--- config.mk ---
export PLATFORM = sky130hd
export DESIGN_NAME = vga_timing_engine
export DESIGN_NICKNAME = d
export VERILOG_FILES = /design/src/rtl/vga_pkg.sv /design/src/rtl/vga_sync_pipe.sv /design/src/rtl/vga_timing_engine.sv
export SDC_FILE = /design/constraint.sdc
export NUM_CORES = 1
export LEC_CHECK = 0
export CAP_MARGIN = 20
export CORE_MARGIN = 1.5
export CORE_UTILIZATION = 40
export CTS_CLUSTER_DIAMETER = 50
export DETAILED_ROUTE_END_ITERATION = 16
export DONT_BUFFER_PORTS = 1
export PLACE_DENSITY = 0.65
export SLEW_MARGIN = 0
export SYNTH_ARGS = -nofsm -noshare
export SYNTH_HDL_FRONTEND = slang
export SYNTH_SLANG_ARGS = --single-unit
--- constraint.sdc ---
create_clock -name clk -period 4.5 [get_ports clk]
set_input_delay 0.675 -clock clk [delete_from_list [all_inputs] [get_ports clk]]
set_output_delay 0.675 -clock clk [all_outputs]
set_load 0.02 [all_outputs]
--- src/rtl/vga_pkg.sv ---
// vga_pkg: standard mode timings, colour channel positions and the pipeline flag bundle.
// The flag bundle gains a border bit when VGA_BORDER_EN is defined.
package vga_pkg;

    typedef struct packed {
        int unsigned active;
        int unsigned fp;
        int unsigned sync;
        int unsigned bp;
    } vga_axis_t;

    localparam vga_axis_t VGA640_H = '{640, 16, 96, 48};
    localparam vga_axis_t VGA640_V = '{480, 10, 2, 33};
    localparam vga_axis_t VGA800_H = '{800, 40, 128, 88};
    localparam vga_axis_t VGA800_V = '{600, 1, 4, 23};

    // Channel index within {B,G,R}; slice is [idx*COLOR_W +: COLOR_W]
    localparam int unsigned CH_R = 0;
    localparam int unsigned CH_G = 1;
    localparam int unsigned CH_B = 2;

    function automatic int unsigned axis_total(vga_axis_t a);
        return a.active + a.fp + a.sync + a.bp;
    endfunction

    typedef struct packed {
`ifdef VGA_BORDER_EN
        logic border;
`endif
        logic hs;
        logic vs;
        logic de;
        logic line;
        logic frame;
    } vga_flags_t;

endpackage

--- src/rtl/vga_sync_pipe.sv ---
// vga_sync_pipe: LAT-deep delay line for the request-stage raster flags.
// Reset clears every stage so no stale sync or strobe leaks out after reset.
module vga_sync_pipe
    import vga_pkg::*;
#(
    parameter int unsigned LAT = 2
) (
    input  logic       clk,
    input  logic       rst,
    input  vga_flags_t i_flags,
    output vga_flags_t o_flags
);

    generate
        if (LAT == 0) begin : g_bypass
            logic w_unused;
            assign w_unused = clk ^ rst;
            assign o_flags  = i_flags;
        end else begin : g_pipe
            vga_flags_t r_stage [LAT];

            always_ff @(posedge clk or posedge rst) begin
                if (rst) begin
                    for (int i = 0; i < LAT; i++) begin
                        r_stage[i] <= '0;
                    end
                end else begin
                    r_stage[0] <= i_flags;
                    for (int i = 1; i < LAT; i++) begin
                        r_stage[i] <= r_stage[i-1];
                    end
                end
            end

            assign o_flags = r_stage[LAT-1];
        end
    endgenerate

endmodule

--- src/rtl/vga_timing_engine.sv ---
// vga_timing_engine: parametrised VGA raster generator with pixel-fetch latency LAT.
// Define VGA_BORDER_EN to overlay a 1-pixel white frame on the visible area.
module vga_timing_engine
    import vga_pkg::*;
#(
    parameter int unsigned COLOR_W  = 4,
    parameter int unsigned H_ACTIVE = VGA640_H.active,
    parameter int unsigned H_FP     = VGA640_H.fp,
    parameter int unsigned H_SYNC   = VGA640_H.sync,
    parameter int unsigned H_BP     = VGA640_H.bp,
    parameter int unsigned V_ACTIVE = VGA640_V.active,
    parameter int unsigned V_FP     = VGA640_V.fp,
    parameter int unsigned V_SYNC   = VGA640_V.sync,
    parameter int unsigned V_BP     = VGA640_V.bp,
    parameter logic        HS_POL   = 1'b0,
    parameter logic        VS_POL   = 1'b0,
    parameter int unsigned LAT      = 2,
    localparam int unsigned H_TOTAL = H_ACTIVE + H_FP + H_SYNC + H_BP,
    localparam int unsigned V_TOTAL = V_ACTIVE + V_FP + V_SYNC + V_BP,
    localparam int unsigned XW      = $clog2(H_TOTAL),
    localparam int unsigned YW      = $clog2(V_TOTAL),
    localparam int unsigned CW      = 3 * COLOR_W
) (
    input  logic          clk,
    input  logic          rst,
    input  logic [CW-1:0] pixel,
    output logic [XW-1:0] pix_x,
    output logic [YW-1:0] pix_y,
    output logic          pix_valid,
    output logic          hs,
    output logic          vs,
    output logic          de,
    output logic [CW-1:0] rgb,
    output logic          line_start,
    output logic          frame_start
);

    generate
        if (COLOR_W == 0 || H_ACTIVE == 0 || H_FP == 0 || H_SYNC == 0 ||
            H_BP == 0 || V_ACTIVE == 0 || V_FP == 0 || V_SYNC == 0 ||
            V_BP == 0) begin : g_bad_width
            $error("vga_timing_engine: zero-width parameter");
        end
        if (LAT > 7) begin : g_bad_lat
            $error("vga_timing_engine: LAT must be 0..7");
        end
    endgenerate

    localparam logic [XW-1:0] H_LAST = XW'(H_TOTAL - 1);
    localparam logic [XW-1:0] H_ACT  = XW'(H_ACTIVE);
    localparam logic [XW-1:0] H_EDGE = XW'(H_ACTIVE - 1);
    localparam logic [XW-1:0] HS_BEG = XW'(H_ACTIVE + H_FP);
    localparam logic [XW-1:0] HS_END = XW'(H_ACTIVE + H_FP + H_SYNC);
    localparam logic [YW-1:0] V_LAST = YW'(V_TOTAL - 1);
    localparam logic [YW-1:0] V_ACT  = YW'(V_ACTIVE);
    localparam logic [YW-1:0] V_EDGE = YW'(V_ACTIVE - 1);
    localparam logic [YW-1:0] VS_BEG = YW'(V_ACTIVE + V_FP);
    localparam logic [YW-1:0] VS_END = YW'(V_ACTIVE + V_FP + V_SYNC);

    logic [XW-1:0] r_h_cnt;
    logic [YW-1:0] r_v_cnt;
    vga_flags_t    w_req;
    vga_flags_t    w_dly;
    logic [CW-1:0] w_rgb_next;
    logic          r_hs;
    logic          r_vs;
    logic          r_de;
    logic          r_line;
    logic          r_frame;
    logic [CW-1:0] r_rgb;

    always_ff @(posedge clk or posedge rst) begin
        if (rst) begin
            r_h_cnt <= '0;
            r_v_cnt <= '0;
        end else if (r_h_cnt == H_LAST) begin
            r_h_cnt <= '0;
            r_v_cnt <= (r_v_cnt == V_LAST) ? '0 : r_v_cnt + YW'(1);
        end else begin
            r_h_cnt <= r_h_cnt + XW'(1);
        end
    end

    assign pix_x     = r_h_cnt;
    assign pix_y     = r_v_cnt;
    assign pix_valid = (r_h_cnt < H_ACT) && (r_v_cnt < V_ACT) && !rst;

    always_comb begin
        w_req       = '0;
        w_req.hs    = (r_h_cnt >= HS_BEG) && (r_h_cnt < HS_END);
        w_req.vs    = (r_v_cnt >= VS_BEG) && (r_v_cnt < VS_END);
        w_req.de    = pix_valid;
        w_req.line  = pix_valid && (r_h_cnt == '0);
        w_req.frame = pix_valid && (r_h_cnt == '0) && (r_v_cnt == '0);
`ifdef VGA_BORDER_EN
        w_req.border = (r_h_cnt == '0) || (r_h_cnt == H_EDGE) ||
                       (r_v_cnt == '0) || (r_v_cnt == V_EDGE);
`endif
    end

    vga_sync_pipe #(
        .LAT(LAT)
    ) u_pipe (
        .clk    (clk),
        .rst    (rst),
        .i_flags(w_req),
        .o_flags(w_dly)
    );

    // Blanking always drives black so the DAC never sees stale fetch data
    always_comb begin
        w_rgb_next = '0;
        if (w_dly.de) begin
            w_rgb_next = pixel;
        end
`ifdef VGA_BORDER_EN
        if (w_dly.de && w_dly.border) begin
            w_rgb_next = '1;
        end
`endif
    end

    always_ff @(posedge clk or posedge rst) begin
        if (rst) begin
            r_hs    <= ~HS_POL;
            r_vs    <= ~VS_POL;
            r_de    <= 1'b0;
            r_line  <= 1'b0;
            r_frame <= 1'b0;
            r_rgb   <= '0;
        end else begin
            r_hs    <= w_dly.hs ? HS_POL : ~HS_POL;
            r_vs    <= w_dly.vs ? VS_POL : ~VS_POL;
            r_de    <= w_dly.de;
            r_line  <= w_dly.line;
            r_frame <= w_dly.frame;
            r_rgb   <= w_rgb_next;
        end
    end

    assign hs          = r_hs;
    assign vs          = r_vs;
    assign de          = r_de;
    assign line_start  = r_line;
    assign frame_start = r_frame;
    assign rgb         = r_rgb;

endmodule
==> impl_metrics.yaml, run 1 <==
route:
  viasPerCell: 5.57
  num_vias: 1169
  wire_per_inst_um: 16.1
  dr.pass1.iters: 10
  detail_route.iter0.violations: 78
  drc: 2
  drt-total-wl_um: 3390
  ant_nets: 0
placed_design:
  dp_cells: 202
  gp_congestion: 0.748
  hpwlAfterDp_um: 2380
  io_buffers: 0
min_path:
  hold_depth: 0
  hold_class: "register to register"
global_route:
  grt_max_degree: 48
  grt.overflow.total: 0
  use_met2: 0.236
  grt_pass1_vias: 1157
  use_met3: 0.0647
  grt_util_met1: 0.170
  grt_busiest_layer: "met2"
  grt_pass1_wl_um: 5720
  grt_use_total: 0.145
  antenna_found_initial: 0
clocking:
  clock_sinks: 47
  cts_resized: 0
  clock_latency_ns: 0.30
  clockBufferDepth: 2
  cts_tree: "yes"
  root_buffer: "clkbuf_8"
  h-tree-depth: 2
  post_cts_buffers: 0
  cts-buffers-inserted: 5
  cts_hold_buf: 0
  clk_pin_slew_ns: 0.09
timing:
  finClkSkew_ns: 0.00600
  hold_viol_final: 0
  setup_tns_ns: 0
  setup_viol: 0
  drv_slew: 0
  worst_pin_slew_ns: 0.941
  period_minus_slack_ns: 2.14
  fmax_mhz: 468
  fin_crit_sh: 0.475
  slew_headroom: 0.372
  rsz0062_at_grt: "false"
yosys:
  yosys.area_share.simple: 0.209
  synth_nets: 173
  ys_seq_area_frac: 0.626
  synthAdderAreaFrac: 0.0266
  yosys_warnings: 0
  yosys.area.top_type: "dfrtp_1"
  netlist_instances: 155
  yosysTopAreaCellShare: 0.598
  synth_area_leaders: "dfrtp_1 60%, and2_1 4.0%, dfstp_2 2.8%"
  synth_area_mm2: 0.00188
  synthXorXnorAreaFrac: 0.0419
  ys_types: 36
  synthMuxAreaShare: 0.0106
  synth_top_family_by_area: "simple AND/OR/NAND/NOR gates"
  synth-compound-area-share: 0.0545
  ys_ff_latch: 47
  synth_area_per_cell_um2: 12.1
worst_setup_path:
  end_kind: "output pin"
  cp.arrival_ns: 1.46
  critical_path_class: "register to output pin"
  startpoint_type: "register"
  crit_fanout: 7
  worst_r2r_path_depth: 5
  cp_data_required_time_ns: 3.83
floorplanning:
  io_pins: 52
  initial_core_util: 0.423
  die_area_mm2: 0.00513
  coreArea_mm2: 0.00444
  rows: 24
  die_w_um: 71.6
  dieHeight_um: 71.6
final_layout:
  ff_latch_area_mm2: 0.00118
  n_antenna_cell: 0
  area_delta_synth_final_pct: 7.91
  drive_above_1_share: 0.0886
  final_common_cell: "dfrtp_1"
  fillers: 425
  layout_common_cells: "45 x dfrtp_1, 12 x and2_1, 9 x nand3_1"
  fin_cells: 210
  nNetsFinal: 175
  multi_input_area_um2: 644
power_and_ir_drop:
  p_per_area_mw_per_mm2: 378
  p_total_w: 0.000768
  peakVddDrop_mv: 0.194
  p_leak_nw: 0.951
run_status:
  status: "finished, violations left"
  violations: "design-rule violations"
flow_run:
  drv_cap: 0
-- worst max-delay path, cell delays in order, from the launching register on --
cell and delay [ns]:
dfrtp_1 0.58, nand4_1 0.26, and3_1 0.32
-- layout make-up --
class	instances	area share
Inverter	7	0.0129
Multi-Input combinational cell	96	0.317
Sequential cell	47	0.580
Clock inverter	3	0.0234
Clock buffer	5	0.0339
Tap cell	52	0.0320
-- flip-flops by register name (all words and copies together) (netlist names) --
signal	count
de	1
frame_start	1
hs	1
line_start	1
pix_x	10
pix_y	10
rgb	12
u_pipe.g_pipe.r_stage	5
u_pipe.o_flags	5
vs	1
-- synth_stat cells --
master     n
and4_1     3
nand3_1    9
xor2_1     3
buf_4      1
and3_1     8
nand3b_1   1
a22oi_2    1
clkbuf_1   1
or3_1      2
nor2_1     5
o21ai_0    4
a21oi_1    2
nor3_1     5
o21ai_1    4
o21a_1     1
and4bb_1   1
dfrtp_1   45
inv_1      7
mux2i_1    2
nand4_1    3
nor4_1     2
nor4b_1    1
buf_6      1
and4_4     1
a21boi_0   1
dfstp_2    2
and2_1    12
nor2b_1    4
o31ai_1    1
nand2_1    6
nand4_2    1
a22o_1     2
buf_2      2
ha_1       4
xnor2_1    6
and3b_1    1
-- path summary, 6_finish.rpt --
path	slack (ns)	startpoint	endpoint
max	2.36	pix_y[5]$_DFFE_PP0N_	pix_valid
min	0.35	u_pipe.g_pipe.r_stage[7]$_DFF_PP0_	u_pipe.o_flags[2]$_DFF_PP0_
max reg2reg	2.40	pix_x[0]$_DFF_PP0_	pix_y[3]$_DFFE_PP0N_
min reg2reg	0.35	u_pipe.g_pipe.r_stage[7]$_DFF_PP0_	u_pipe.o_flags[2]$_DFF_PP0_
max in group asynchronous	3.45	rst	pix_x[3]$_DFF_PP0_
min in group asynchronous	0.45	rst	u_pipe.o_flags[2]$_DFF_PP0_
-- logic make-up after synthesis --
family                   Yosys count
AND/OR/NAND/NOR                   65
buffers and inverters             12
flip-flops                        47
XOR/XNOR                           9
adder cells (fa/ha/maj)            4
AO/OA/AOI/OAI                     16
multiplexers                       2
-- metal layers --
layer | share of wire | vias up | routed length [µm]
li1 | - | 535 | -
met1 | 0.41 | 583 | 1380
met2 | 0.49 | 46 | 1660
met3 | 0.087 | 5 | 294
met4 | 0.014 | 0 | 48
met5 | 0 | - | 0
-- report_power, final --
part | total [W] | internal (W) | switching, W
Sequential | 0.000440 | 0.000429 | 0.0000112
Combinational | 0.0000131 | 0.00000311 | 0.00000997
Clock | 0.000315 | 0.000168 | 0.000146
Total | 0.000768 | 0.000600 | 0.000168
-- through the flow --
| step | setup WS [ns] | area (µm²) | hold WS, ns | utilization |
|---|---|---|---|---|
| CTS | 2.36 | 2030 | 0.353 | 0.457 |
| global route | 2.28 | 2030 | 0.359 | 0.457 |
| floorplan | 2.71 | 1880 | 0.331 | - |
| detailed placement | 2.41 | 1910 | 0.336 | 0.431 |
| global placement | 2.49 | 1910 | 0.332 | 0.431 |
| finish | 2.36 | 2030 | 0.350 | 0.457 |
Power figures use the tool's default switching activity.
==> run 2: changes to the inputs <==
Clock period 4.5 ns to 2.1 ns, I/O delays scaled along.
==> run 2 against run 1 <==
Effect of this change:
- worst hold slack got worse by 0.21 ns
- first-iteration DRC count fell by 1.3%
- clock skew fell by 0.0012 ns
- global-route usage rose by 0.54 points
- sequential share of layout area fell by 3.0 points
- routed wire length rose by 4.7%
- final area rose by 5.5%
- register-to-register slack got worse by 2.1 ns
- count of clock-buffer cells in the layout did not move
- worst setup slack got worse by 2.1 ns
- final cell count rose by 6.2%
- flip-flop and latch count did not move
- critical endpoint is now pix_y[3]$_DFFE_PP0N_
- the flow still finishes with violations (design-rule violations)
==> impl_metrics.yaml, run 2 (same netlist as run 1, synthesis figures left out) <==
run_status:
  status: "finished, violations left"
  violations: "design-rule violations"
route:
  dr.pass1.iters: 10
  viasPerCell: 5.48
  drc: 2
  dr_wl_met2_um: 1800
  routed-wl-met3_um: 261
  num_vias: 1221
  dr.max_layer_used: "met4"
  detail_route.iter0.violations: 77
  drt-total-wl_um: 3550
  wire_per_inst_um: 15.9
  ant_nets: 0
  routedLengthMet1_um: 1440
final_layout:
  final_common_cell: "dfrtp_1"
  drive_above_1_share: 0.152
  layout_common_cells: "45 x dfrtp_1, 12 x and2_1, 11 x buf_4"
  nNetsFinal: 188
  fin_util: 0.482
  largest_register_ffs: 12
  n_antenna_cell: 0
  area_delta_synth_final_pct: 13.9
worst_setup_path:
  end_kind: "register"
  crit_family: "simple AND/OR/NAND/NOR gates"
  cp.arrival_ns: 1.99
  cp_data_required_time_ns: 2.29
  critical_path_class: "register to register"
  worstPathCellList: "ha_1, and4_4, and3_1, buf_4, o21ai_1, a22o_1"
  startpoint_type: "register"
  crit_fanout: 10
  cpMaxStageDelayCell: "dfrtp_1"
  critPathBufInv: 1
  slowest_delay_ns: 0.37
global_route:
  grt_pass1_wl_um: 5950
  grt.overflow.total: 0
  grt_pass1_vias: 1254
  antenna_found_initial: 0
  grt_use_total: 0.151
  grt_max_degree: 35
floorplanning:
  rows: 24
  initial_core_util: 0.423
  dieHeight_um: 71.6
  die_w_um: 71.6
  coreArea_mm2: 0.00444
  io_pins: 52
  die_area_mm2: 0.00513
timing:
  setup_tns_ns: 0
  hold_viol_final: 0
  drv_slew: 0
  period_minus_slack_ns: 1.79
  worst_pin_slew_ns: 0.389
  setup_viol: 0
  finClkSkew_ns: 0.00480
  hold_ws_ns: 0.140
  slew_headroom: 0.739
  rsz0062_at_grt: "false"
  fmax_mhz: 558
  fin_crit_sh: 0.854
min_path:
  hold_class: "input pin to register"
placed_design:
  hpwlAfterDp_um: 2610
  io_buffers: 0
  gp_congestion: 0.784
power_and_ir_drop:
  peakVddDrop_mv: 0.322
  p_int_w: 0.00129
  power.share.sequential: 0.573
  power.switching_w: 0.000353
  swShare: 0.215
  p_comb_frac: 0.021
  p_leak_nw: 1.02
  pwr-share-clk: 0.406
  p_per_area_mw_per_mm2: 767
clocking:
  clockBufferDepth: 2
  cts_resized: 0
  clock_latency_ns: 0.30
  cts_tree: "yes"
  clock_sinks: 47
  cts-buffers-inserted: 5
  cts_hold_buf: 1
  clk_pin_slew_ns: 0.09
  root_buffer: "clkbuf_8"
  post_cts_buffers: 0
  h-tree-depth: 2
flow_run:
  drv_cap: 0
-- run 2: path summary, 6_finish.rpt --
check / start / to / slack, ns / cells past startpoint
max: pix_x[1]$_DFF_PP0_ / pix_y[3]$_DFFE_PP0N_ / 0.31 / 6
min: pixel[8] / rgb[8]$_DFF_PP0_ / 0.14 / 1
max reg2reg: pix_x[1]$_DFF_PP0_ / pix_y[3]$_DFFE_PP0N_ / 0.31 / 6
min reg2reg: u_pipe.o_flags[3]$_DFF_PP0_ / vs$_DFF_PP1_ / 0.35 / 1
max in group asynchronous: rst / hs$_DFF_PP1_ / 1.14 / 3
min in group asynchronous: rst / rgb[4]$_DFF_PP0_ / 0.42 / 2
-- run 2: metrics by stage --
stage,total power (W),setup WS [ns],area [µm²],std cells
floorplan,0.000983,0.412,1880,155
global placement,0.000994,0.411,2020,214
detailed placement,0.000996,0.333,2020,214
CTS,0.00166,0.317,2140,223
global route,0.00170,0.224,2140,223
finish,0.00164,0.307,2140,223
-- run 2: cell type report --
cell class / instances / area, µm²
Inverter: 7 / 26.3
Sequential cell: 47 / 1180
Timing Repair Buffer: 13 / 113
Multi-Input combinational cell: 96 / 644
Clock buffer: 5 / 68.8
Fill cell: 411 / 2300
Clock inverter: 3 / 47.5
Tap cell: 52 / 65.1
-- run 2: power groups by stage --
stage	sequential (W)	clock [W]	combinational, W
2_1_floorplan	0.000958	0	0.0000250
3_3_place_gp	0.000961	0	0.0000330
3_5_place_dp	0.000961	0	0.0000346
6_report	0.000943	0.000667	0.0000347
5_1_grt	0.000945	0.000717	0.0000404
4_1_cts	0.000943	0.000685	0.0000364
-- run 2: per-layer routing --
layer / vias up / global-route usage
li1: 564 / -
met2: 50 / 0.253
met5: - / 0
met3: 7 / 0.0492
met1: 600 / 0.181
met4: 0 / 0.0566
